## src/rtl/mips_run_controller_if.sv

```systemverilog
// Register-file read port and register-dump stream of the MIPS run controller.
// master = controller side, slave = register file / dump consumer side.
interface mips_run_controller_if #(
  parameter int REG_AW = 5,
  parameter int DATA_W = 32
);
  logic              reg_rd_en;
  logic [REG_AW-1:0] reg_addr;
  logic [DATA_W-1:0] reg_rdata;
  logic [DATA_W-1:0] dump_data;
  logic [REG_AW-1:0] dump_idx;
  logic              dump_valid;
  logic              dump_ready;

  modport master (
    output reg_rd_en, reg_addr, dump_data, dump_idx, dump_valid,
    input  reg_rdata, dump_ready
  );

  modport slave (
    input  reg_rd_en, reg_addr, dump_data, dump_idx, dump_valid,
    output reg_rdata, dump_ready
  );
endinterface

```

## src/rtl/mips_run_controller.sv

```systemverilog
// Run/debug controller for the single-cycle MIPS core: gates the per-instruction
// enable, counts executed instructions, halts on end-PC / PC limit / breakpoint /
// instruction budget, supports single-step, and streams the register file out
// over a valid/ready port after every halt.
module mips_run_controller #(
  parameter int PC_W     = 32,
  parameter int PC_LIMIT = 1024,
  parameter int NUM_BP   = 4,
  parameter int CYC_W    = 16,
  parameter int REG_AW   = 5,
  parameter int DATA_W   = 32
) (
  input  logic                   LOOP,
  input  logic                   RESET,
  input  logic                   start,
  input  logic                   step,
  input  logic                   step_mode,
  input  logic [PC_W-1:0]        halt_pc,
  input  logic [NUM_BP*PC_W-1:0] bp_pc,
  input  logic [NUM_BP-1:0]      bp_en,
  input  logic [CYC_W-1:0]       max_cycles,
  input  logic [PC_W-1:0]        pc,
  output logic                   cpu_en,
  mips_run_controller_if.master  rf,
  output logic [CYC_W-1:0]       cycle_count,
  output logic [1:0]             halt_cause,
  output logic [2:0]             state,
  output logic                   done
);

  typedef enum logic [2:0] {
    IDLE     = 3'd0,
    RUN      = 3'd1,
    PAUSE    = 3'd2,
    DUMP_REQ = 3'd3,
    DUMP_OUT = 3'd4,
    DONE     = 3'd5
  } ctrlState_e;

  localparam logic [PC_W-1:0]   PC_LIM_V  = PC_W'(PC_LIMIT);
  localparam logic [REG_AW-1:0] LAST_IDX  = '1;
  localparam logic [1:0]        CAUSE_END = 2'd1;
  localparam logic [1:0]        CAUSE_BP  = 2'd2;
  localparam logic [1:0]        CAUSE_TO  = 2'd3;

  ctrlState_e        stateQ, stateNext;
  logic              bpSkip;
  logic [REG_AW-1:0] dumpIndex;
  logic              regRdEn;
  logic              cpuEnRaw;

  logic              endHit, bpHit, toHit, hit;
  logic [1:0]        hitCause;

  // dump output stage registers
  logic [DATA_W-1:0] dumpData_p1;
  logic [REG_AW-1:0] dumpIdx_p1;
  logic              vld_p1;

  // Saturating increment of the executed-instruction counter.
  function automatic logic [CYC_W-1:0] satInc(input logic [CYC_W-1:0] v);
    return (&v) ? v : v + 1'b1;
  endfunction

  // Halt detection on the current PC, priority end > breakpoint > budget.
  always_comb begin
    endHit = (pc == halt_pc) || (pc >= PC_LIM_V);
    bpHit  = 1'b0;
    for (int i = 0; i < NUM_BP; i++) begin
      if (bp_en[i] && (pc == bp_pc[i*PC_W +: PC_W])) bpHit = 1'b1;
    end
    // A resumed breakpoint must not re-trigger on the instruction it stopped at.
    bpHit  = bpHit && !bpSkip;
    toHit  = (max_cycles != '0) && (cycle_count == max_cycles);
    hit    = endHit || bpHit || toHit;
    if (endHit)     hitCause = CAUSE_END;
    else if (bpHit) hitCause = CAUSE_BP;
    else if (toHit) hitCause = CAUSE_TO;
    else            hitCause = 2'd0;
  end

  // Next-state and core-enable decode.
  always_comb begin
    stateNext = stateQ;
    cpuEnRaw  = 1'b0;
    case (stateQ)
      IDLE: begin
        if (start) stateNext = step_mode ? PAUSE : RUN;
      end
      RUN: begin
        if (hit) stateNext = DUMP_REQ;
        else     cpuEnRaw  = 1'b1;
      end
      PAUSE: begin
        if (step) begin
          if (hit) stateNext = DUMP_REQ;
          else     cpuEnRaw  = 1'b1;
        end
      end
      DUMP_REQ: begin
        stateNext = DUMP_OUT;
      end
      DUMP_OUT: begin
        if (vld_p1 && rf.dump_ready) stateNext = (dumpIndex == LAST_IDX) ? DONE : DUMP_REQ;
      end
      DONE: begin
        if (start) stateNext = step_mode ? PAUSE : RUN;
      end
      default: begin
        stateNext = IDLE;
      end
    endcase
  end

  // The core never steps while reset is held, whatever state is registered.
  assign cpu_en = cpuEnRaw && !RESET;

  // Control registers: state, counter, halt cause, dump sequencing.
  always_ff @(posedge LOOP) begin
    if (RESET) begin
      stateQ      <= IDLE;
      cycle_count <= '0;
      halt_cause  <= 2'd0;
      vld_p1      <= 1'b0;
      regRdEn     <= 1'b0;
      done        <= 1'b0;
      bpSkip      <= 1'b0;
      dumpIndex   <= '0;
    end else begin
      stateQ  <= stateNext;
      regRdEn <= (stateNext == DUMP_REQ);
      done    <= (stateNext == DONE);
      if (cpu_en) cycle_count <= satInc(cycle_count);
      case (stateQ)
        IDLE: begin
          cycle_count <= '0;
          halt_cause  <= 2'd0;
          bpSkip      <= 1'b0;
        end
        RUN, PAUSE: begin
          if ((stateQ == RUN) || step) bpSkip <= 1'b0;
          if (stateNext == DUMP_REQ) begin
            halt_cause <= hitCause;
            dumpIndex  <= '0;
          end
        end
        DUMP_OUT: begin
          if (!vld_p1) begin
            vld_p1 <= 1'b1;
          end else if (rf.dump_ready) begin
            vld_p1    <= 1'b0;
            dumpIndex <= dumpIndex + 1'b1;
          end
        end
        DONE: begin
          if (start) begin
            halt_cause <= 2'd0;
            if (halt_cause == CAUSE_BP) begin
              bpSkip <= 1'b1;
            end else begin
              cycle_count <= '0;
              bpSkip      <= 1'b0;
            end
          end
        end
        default: begin
        end
      endcase
    end
  end

  // ---- stage p1: capture register-file data one cycle after the read ----
  always_ff @(posedge LOOP) begin
    if ((stateQ == DUMP_OUT) && !vld_p1) begin
      dumpData_p1 <= rf.reg_rdata;
      dumpIdx_p1  <= dumpIndex;
    end
  end

  assign rf.reg_rd_en  = regRdEn;
  assign rf.reg_addr   = dumpIndex;
  assign rf.dump_data  = dumpData_p1;
  assign rf.dump_idx   = dumpIdx_p1;
  assign rf.dump_valid = vld_p1;
  assign state         = stateQ;

endmodule

```

## src/flat_wrapper.sv

```systemverilog
// flat-port wrapper written by rule: the top's interface ports become plain ports
module mips_run_controller_flat 
#(
  parameter int PC_W     = 32,
  parameter int PC_LIMIT = 1024,
  parameter int NUM_BP   = 4,
  parameter int CYC_W    = 16,
  parameter int REG_AW   = 5,
  parameter int DATA_W   = 32
)
  (LOOP, RESET, start, step, step_mode, halt_pc, bp_pc, bp_en, max_cycles, pc, cpu_en, cycle_count, halt_cause, state, done, rf_reg_rd_en, rf_reg_addr, rf_dump_data, rf_dump_idx, rf_dump_valid, rf_reg_rdata, rf_dump_ready);
  mips_run_controller_if #(.REG_AW(REG_AW), .DATA_W(DATA_W)) rf_i ();
  input  logic LOOP;
  input  logic RESET;
  input  logic start;
  input  logic step;
  input  logic step_mode;
  input  logic [PC_W-1:0] halt_pc;
  input  logic [NUM_BP*PC_W-1:0] bp_pc;
  input  logic [NUM_BP-1:0] bp_en;
  input  logic [CYC_W-1:0] max_cycles;
  input  logic [PC_W-1:0] pc;
  output logic cpu_en;
  output logic [CYC_W-1:0] cycle_count;
  output logic [1:0] halt_cause;
  output logic [2:0] state;
  output logic done;
  output wire logic [$bits(rf_i.reg_rd_en)-1:0] rf_reg_rd_en;
  output wire logic [$bits(rf_i.reg_addr)-1:0] rf_reg_addr;
  output wire logic [$bits(rf_i.dump_data)-1:0] rf_dump_data;
  output wire logic [$bits(rf_i.dump_idx)-1:0] rf_dump_idx;
  output wire logic [$bits(rf_i.dump_valid)-1:0] rf_dump_valid;
  input wire logic [$bits(rf_i.reg_rdata)-1:0] rf_reg_rdata;
  input wire logic [$bits(rf_i.dump_ready)-1:0] rf_dump_ready;
  assign rf_reg_rd_en = rf_i.reg_rd_en;
  assign rf_reg_addr = rf_i.reg_addr;
  assign rf_dump_data = rf_i.dump_data;
  assign rf_dump_idx = rf_i.dump_idx;
  assign rf_dump_valid = rf_i.dump_valid;
  assign rf_i.reg_rdata = rf_reg_rdata;
  assign rf_i.dump_ready = rf_dump_ready;
  mips_run_controller #(.PC_W(PC_W), .PC_LIMIT(PC_LIMIT), .NUM_BP(NUM_BP), .CYC_W(CYC_W), .REG_AW(REG_AW), .DATA_W(DATA_W)) u_core (.LOOP(LOOP), .RESET(RESET), .start(start), .step(step), .step_mode(step_mode), .halt_pc(halt_pc), .bp_pc(bp_pc), .bp_en(bp_en), .max_cycles(max_cycles), .pc(pc), .cpu_en(cpu_en), .rf(rf_i), .cycle_count(cycle_count), .halt_cause(halt_cause), .state(state), .done(done));
endmodule
```

## config.mk

```make
export PLATFORM = sky130hd
export DESIGN_NAME = mips_run_controller_flat
export DESIGN_NICKNAME = d
export VERILOG_FILES = /design/src/rtl/mips_run_controller_if.sv /design/src/rtl/mips_run_controller.sv /design/src/flat_wrapper.sv
export SDC_FILE = /design/constraint.sdc
export NUM_CORES = 1
export LEC_CHECK = 0
export ABC_AREA = 1
export CAP_MARGIN = 30
export CORE_ASPECT_RATIO = 0.9
export CORE_MARGIN = 2
export CORE_UTILIZATION = 42
export DETAILED_ROUTE_END_ITERATION = 12
export PLACE_DENSITY = 0.82
export SYNTH_ARGS = -nofsm -noshare
export SYNTH_HDL_FRONTEND = slang
export SYNTH_SLANG_ARGS = --single-unit
```

## constraint.sdc

```tcl
create_clock -name LOOP -period 3.5 [get_ports LOOP]
set_input_delay 0.35 -clock LOOP [delete_from_list [all_inputs] [get_ports LOOP]]
set_output_delay 0.35 -clock LOOP [all_outputs]
set_load 0.01 [all_outputs]
```

==> metrics.csv, run 1 <==
metric,value,unit
grt_pass1_vias,8059,
swShare,35.44,%
insertion_delay,0.34,ns
place_ws,0.2108,ns
postRouteAntennaNets,0,
cts_tree,done,
num_rows,43,
status,completed,
p_clk_share,28.3,%
drt_iter0_markers,789,
yosysWarnings,0,
ios,317,
startpoint_type,primary input,
port_buffers,316,
arrival,2.96,ns
die_w,136.0,um
start_util,42.83,%
path_delay_family,buffers and inverters,
postCtsSetupBuffers,0,
multi_input_area,4113,sq um
drive_above_1_share,6.488,%
rsz0062_at_grt,false,
grt.total_usage,35.29,%
coreArea,15390,sq um
cts.clk_slew.worst_paths,0.05,ns
mappedNetlistArea,6590,sq um
hold_class,reg -> reg,
critPathMaxStageDelay,0.68,ns
slew_violations,0,
dr_wl_met2,13450,um
grt_overflow_total,0,
synth-edff-count,37,
cts_inserted_buffers,9,
wl_per_cell,18.63,um
antenna_found_initial,0,
fin_crit,3.310,ns
post_cts_resized,0,
required,3.15,ns
crit_buf_inv,3,
hold_viol,0,
vias_per_cell,5.254,
cts_max_level,3,
wl_met1,12270,um
synth_cell_types,45,
fmax,302.1,MHz
critical_path_class,in -> out,
power_frac_comb,41.5,%
synthCells,1087,
tns,0,ns
vias,8517,
firstDrtPassIters,5,
tightest_slew,1.046,ns
die_h,122.8,um
top_layer,met4,
r2r_cells,16,
clock_tree.root_cell,clkbuf_16,
drc_errors,0,
cp_slowest_cell,clkdlybuf4s50_1,
setup_viol,0,
worst_slack,0.1896,ns
syn_avg_cell_area,6.063,sq um
peakVddDrop,282.9,uV
utilization,67.10,%
grt_max_degree,38,
p_seq_share,30.2,%
p_int,0.002065,W
hold_depth,2,
grt_pass1_wl,43730,um
cp_max_fo,6,
clock_sinks,67,
relSlewSlack,30.12,%
p_leak,4.591,nW
die_area,16710,sq um
synth-main-ff-cell,edfxtp_1,
seq_area,1712,sq um
worst_setup_path_end_kind,primary output,
dpl.hpwl,25670,um
ys_ff_latch,67,
wl_met3,3405,um
holdBufCountCts,0,
powerDensity,309.8,nW/um^2
area_growth,56.67,%
synthesis.nets,1340,
seq_area_frac_synth,25.97,%
finalClockSkew,0.006736,ns
fin_nets,1666,
cts_buffer_depth,2,
worst-path-stages,11,
gp_congestion,1.003,
wl,30200,um
fillers,1369,
maxCapViolCount,0,
finalCritPeriodShare,94.58,%
power_switching,0.001134,W
async_flop_share,0,%
crit_chain,clkdlybuf4s50_1 -> xnor2_1 -> nor3b_1 -> nand3_2 -> nor2_1 -> nor2_1 -> nand2_2 -> nand2_4 -> nand3_4 -> inv_1 -> clkdlybuf4s50_1,
## cells in the mapped netlist, types with 2 or more instances
library cell | count | area [sq um]
xnor2_1 | 22 | 192.7
nand3_1 | 46 | 230.2
buf_6 | 3 | 33.78
inv_1 | 136 | 510.5
nand3_2 | 2 | 20.02
dfxtp_1 | 30 | 600.6
or2_2 | 2 | 12.51
o21ai_0 | 27 | 135.1
or2_0 | 2 | 12.51
nand3b_1 | 4 | 30.03
nor4b_1 | 3 | 26.28
edfxtp_1 | 37 | 1111
buf_2 | 12 | 60.06
nor3b_1 | 4 | 30.03
nor4_1 | 14 | 87.58
nor3_1 | 28 | 140.1
inv_2 | 26 | 97.59
o21ai_1 | 12 | 60.06
buf_4 | 9 | 67.56
a221oi_1 | 4 | 35.03
nor3_2 | 2 | 20.02
nand2_1 | 346 | 1299
a211oi_1 | 2 | 15.01
nand3_4 | 2 | 35.03
or2_1 | 10 | 62.56
a21oi_1 | 21 | 105.1
xor2_1 | 54 | 473.0
nor2_2 | 4 | 25.02
o22ai_1 | 2 | 12.51
nand2_2 | 7 | 43.79
a31oi_1 | 3 | 18.77
ha_1 | 3 | 37.54
nand4_1 | 39 | 244.0
nor2_1 | 158 | 593.1
## cell families after synthesis
logic type      after synthesis  share of synthesized area (%)
compound gates               75                          6.379
xor+xnor                     76                          10.10
fa+ha+maj                     3                         0.5696
simple gates                679                          45.24
buf+inv                     187                          11.73
flops                        67                          25.97
## tightest hold or removal path: cells and delay by family, from the launching register on
family / cells / cell delay (ns)
flops: 1 / 0.34
compound gates: 1 / 0.05
simple gates: 1 / 0.09
## power by group through the flow
stage                     Sequential (W)  Clock [W]  Combinational, W
after global routing            0.000975   0.000951           0.00143
final                           0.000967   0.000905           0.00133
after global placement          0.000974          0           0.00127
after detailed placement        0.000982          0           0.00129
after floorplan                  0.00100          0          0.000612
after CTS                       0.000967   0.000908           0.00131
## worst paths after layout
kind                          startpoint               endpoint  slack (ns)
hold / removal      u_core.halt_cause[1]   u_core.halt_cause[1]        0.51
hold reg to reg     u_core.halt_cause[1]   u_core.halt_cause[1]        0.51
setup reg to reg  u_core.cycle_count[11]  u_core.rf.reg_addr[4]        1.03
setup / recovery                  pc[28]                 cpu_en        0.19
## routing by layer
metal,up-vias,track usage (%)
met4,0,13.02
met2,544,55.78
li1,4105,-
met5,-,0
met3,76,8.633
met1,3792,46.70
## cell usage in the layout (no fill, tap or decap), types with 3 or more instances in the layout
cell type and n:
a21oi_1 21, a221oi_1 4, a31oi_1 3, buf_4 24
clkbuf_16 9, clkdlybuf4s50_1 316, dfxtp_1 30, edfxtp_1 37
ha_1 3, inv_1 136, inv_2 26, nand2_1 346
nand2_2 7, nand3_1 46, nand3b_1 4, nand4_1 39
nor2_1 157, nor2_2 4, nor3_1 28, nor3b_1 4
nor4_1 14, nor4b_1 3, o21ai_0 27, o21ai_1 12
or2_1 10, xnor2_1 22, xor2_1 54
## sequential cells by signal (all words and copies together) (netlist names)
name and flops:
u_core.rf.reg_rd_en 1, u_core.bpSkip 1, u_core.rf.dump_valid 1, u_core.state 3
u_core.rf.dump_data 32, u_core.cycle_count 16, u_core.rf.reg_addr 5, u_core.halt_cause 2
u_core.rf.dump_idx 5, u_core.done 1
## through the flow
step / power (W) / cell area [sq um] / std cells / hold slack [ns]
finish: 0.003199 / 10320 / 1621 / 0.5123
global route: 0.003359 / 10320 / 1620 / 0.5357
CTS: 0.003182 / 10320 / 1620 / 0.5189
detailed placement: 0.002269 / 10030 / 1604 / 0.5052
global placement: 0.002240 / 10030 / 1604 / 0.4776
floorplan: 0.001612 / 6590 / 1087 / 0.4489
## final cells by class
class | count | share of cell area (%)
Antenna cell | 1 | 0.02424
Clock buffer | 10 | 2.218
Clock inverter | 6 | 0.6302
Inverter | 162 | 5.889
Multi-Input combinational cell | 833 | 39.83
Sequential cell | 67 | 16.58
Tap cell | 202 | 2.448
Timing Repair Buffer | 340 | 32.38
Power figures use the tool's default switching activity.
==> run 2: changes to the inputs <==
Settings changed: CELL_PAD_IN_SITES_DETAIL_PLACEMENT set to 0, CELL_PAD_IN_SITES_GLOBAL_PLACEMENT set to 1, CORE_UTILIZATION 42 to 27, PLACE_DENSITY 0.82 to not set, PLACE_DENSITY_LB_ADDON set to 0.1.
==> run 2 against run 1 <==
Cell count grew 6.8%. Critical endpoint unchanged. Critical path type unchanged. Maximum frequency grew 1.2%. Sequential share of layout area shrank 0.27 points. Non-clock buffer count grew 4. First-iteration DRC count shrank 10%. Highest routed layer unchanged. Global-route usage shrank 10 points. Design area grew 1.7%. Sequential power is essentially flat.
==> metrics.csv, run 2 (same netlist as run 1, synthesis figures left out) <==
metric,value,unit
critical_path_class,in -> out,
grt.total_usage,25.03,%
start_util,27.32,%
finalCritPeriodShare,93.47,%
cts.clk_slew.worst_paths,0.06,ns
maxCapViolCount,0,
powerDensity,305.2,nW/um^2
antenna_found_initial,2,
relSlewSlack,50.94,%
firstDrtPassIters,5,
r2r_slack,1.08,ns
place_ws,0.05392,ns
layout_commonest_cell,nand2_1,
hold_depth,0,
r2r-end,u_core.cycle_count[7],
final_cell_mix,"nand2_1, clkdlybuf4s50_1, nor2_1",
cts_buffer_depth,2,
vias_per_cell,4.767,
startpoint_type,primary input,
area_growth,59.31,%
fin_nets,1670,
clock_sinks,67,
fillers,2568,
setup_viol,0,
status,completed,
seq_area,1712,sq um
post_dp_cell_area,10190,sq um
tns,0,ns
p_leak,4.616,nW
coreArea,24120,sq um
rr_startpoint,u_core.state[0],
cts_max_level,3,
drt_iter0_markers,710,
finalClockSkew,0.009316,ns
grt_overflow_total,0,
utilization,43.53,%
vias,8257,
insertion_delay,0.33,ns
hold_viol,0,
worst_slack,0.2285,ns
wl_per_cell,18.99,um
multi_input_area,4113,sq um
drc_errors,0,
r2r_cells,14,
grt_max_degree,26,
postRouteAntennaNets,0,
die_h,152.2,um
fin_crit,3.272,ns
worst_setup_path_end_kind,primary output,
peakVddDrop,260.6,uV
die_w,168.7,um
hold_start,u_core.rf.reg_addr[4],
dpl.hpwl,28670,um
tightest_slew,0.7347,ns
hold_class,reg -> reg,
cts_inserted_buffers,9,
drive_above_1_share,6.821,%
largest_reg_flops,32,
cp_max_fo,6,
fmax,305.7,MHz
gp_congestion,1.007,
arrival,2.92,ns
cts_tree,done,
wl,32890,um
num_rows,54,
die_area,25670,sq um
whs_endpoint,u_core.rf.dump_idx[4],
slew_violations,0,
grt_pass1_wl,48330,um
rsz0062_at_grt,false,
required,3.15,ns
total_power,0.003204,W
holdBufCountCts,0,
port_buffers,316,
design_area,10500,sq um
ios,317,
clock_tree.root_cell,clkbuf_16,
grt_pass1_vias,8005,
run 2: cell types whose count changed in the layout (fill, tap and decap cells not counted):
cell and delta:
buf_4 +4, clkinv_4 -1, dlymetal6s2s_1 +1, clkbuf_1 -1, clkinv_2 -1, clkinvlp_4 +2
diode_2 +1, inv_6 +1, clkdlybuf4s50_1 -1
run 2: worst max path at each step:
| stage | from | endpoint | slack (ns) | cells after the start |
|---|---|---|---|---|
| floorplan | u_core.state[2] | u_core.rf.dump_data[0] | 0.59 | 6 |
| global route | pc[22] | cpu_en | 0.04 | 15 |
| global placement | pc[31] | cpu_en | 0.03 | 15 |
| detailed placement | pc[31] | cpu_en | 0.05 | 15 |
| finish | pc[24] | cpu_en | 0.23 | 12 |
| CTS | pc[31] | cpu_en | 0.04 | 15 |
run 2: layer usage:
metal  up-vias  track usage [%]  routed length (um)
li1       4122                -                   -
met1      3755            37.23               15930
met2       365            38.66               13960
met3        15            4.234                2714
met4         0            3.530                 282
met5         -                0                   0
run 2: stage by stage:
| step | std cells | hold WS (ns) |
|---|---|---|
| 2_1_floorplan | 1087 | 0.4489 |
| 3_3_place_gp | 1714 | 0.5158 |
| 3_5_place_dp | 1714 | 0.5097 |
| 4_1_cts | 1730 | 0.5211 |
| 5_1_grt | 1732 | 0.5229 |
| 6_report | 1732 | 0.5107 |
run 2: area by class of cell:
class,instances,share of cell area (%)
multi-input cells,833,39.17
well taps,308,3.671
inverters,162,5.792
flip-flops and latches,67,16.30
repair buffers,344,32.15
clock buffers,9,2.145
diodes,2,0.04767
clock inverters,7,0.7151
run 2: worst max-delay path: stages:
cell and delay [ns]:
clkdlybuf4s50_1 0.69, xnor2_1 0.41, nand2_1 0.09, nor2_1 0.14
nand3_1 0.10, nor2_1 0.25, nor2_1 0.08, nand2_2 0.12
nand2_4 0.08, nand3_4 0.09, inv_1 0.04, clkdlybuf4s50_1 0.47
run 2: what timing repair did:
action	CTS	global route
gates resized for setup	0	1
setup endpoints to repair	0	1
endpoints found under the hold margin	0	0
buffers inserted	0	0
run 2: where the power goes:
group          leakage (nW)  total, W  internal [W]  switching, W
Clock                 0.138  0.000916      0.000555      0.000361
Combinational          3.90   0.00132      0.000606      0.000713
Sequential            0.578  0.000968      0.000909     0.0000595
Total                  4.62   0.00320       0.00207       0.00113
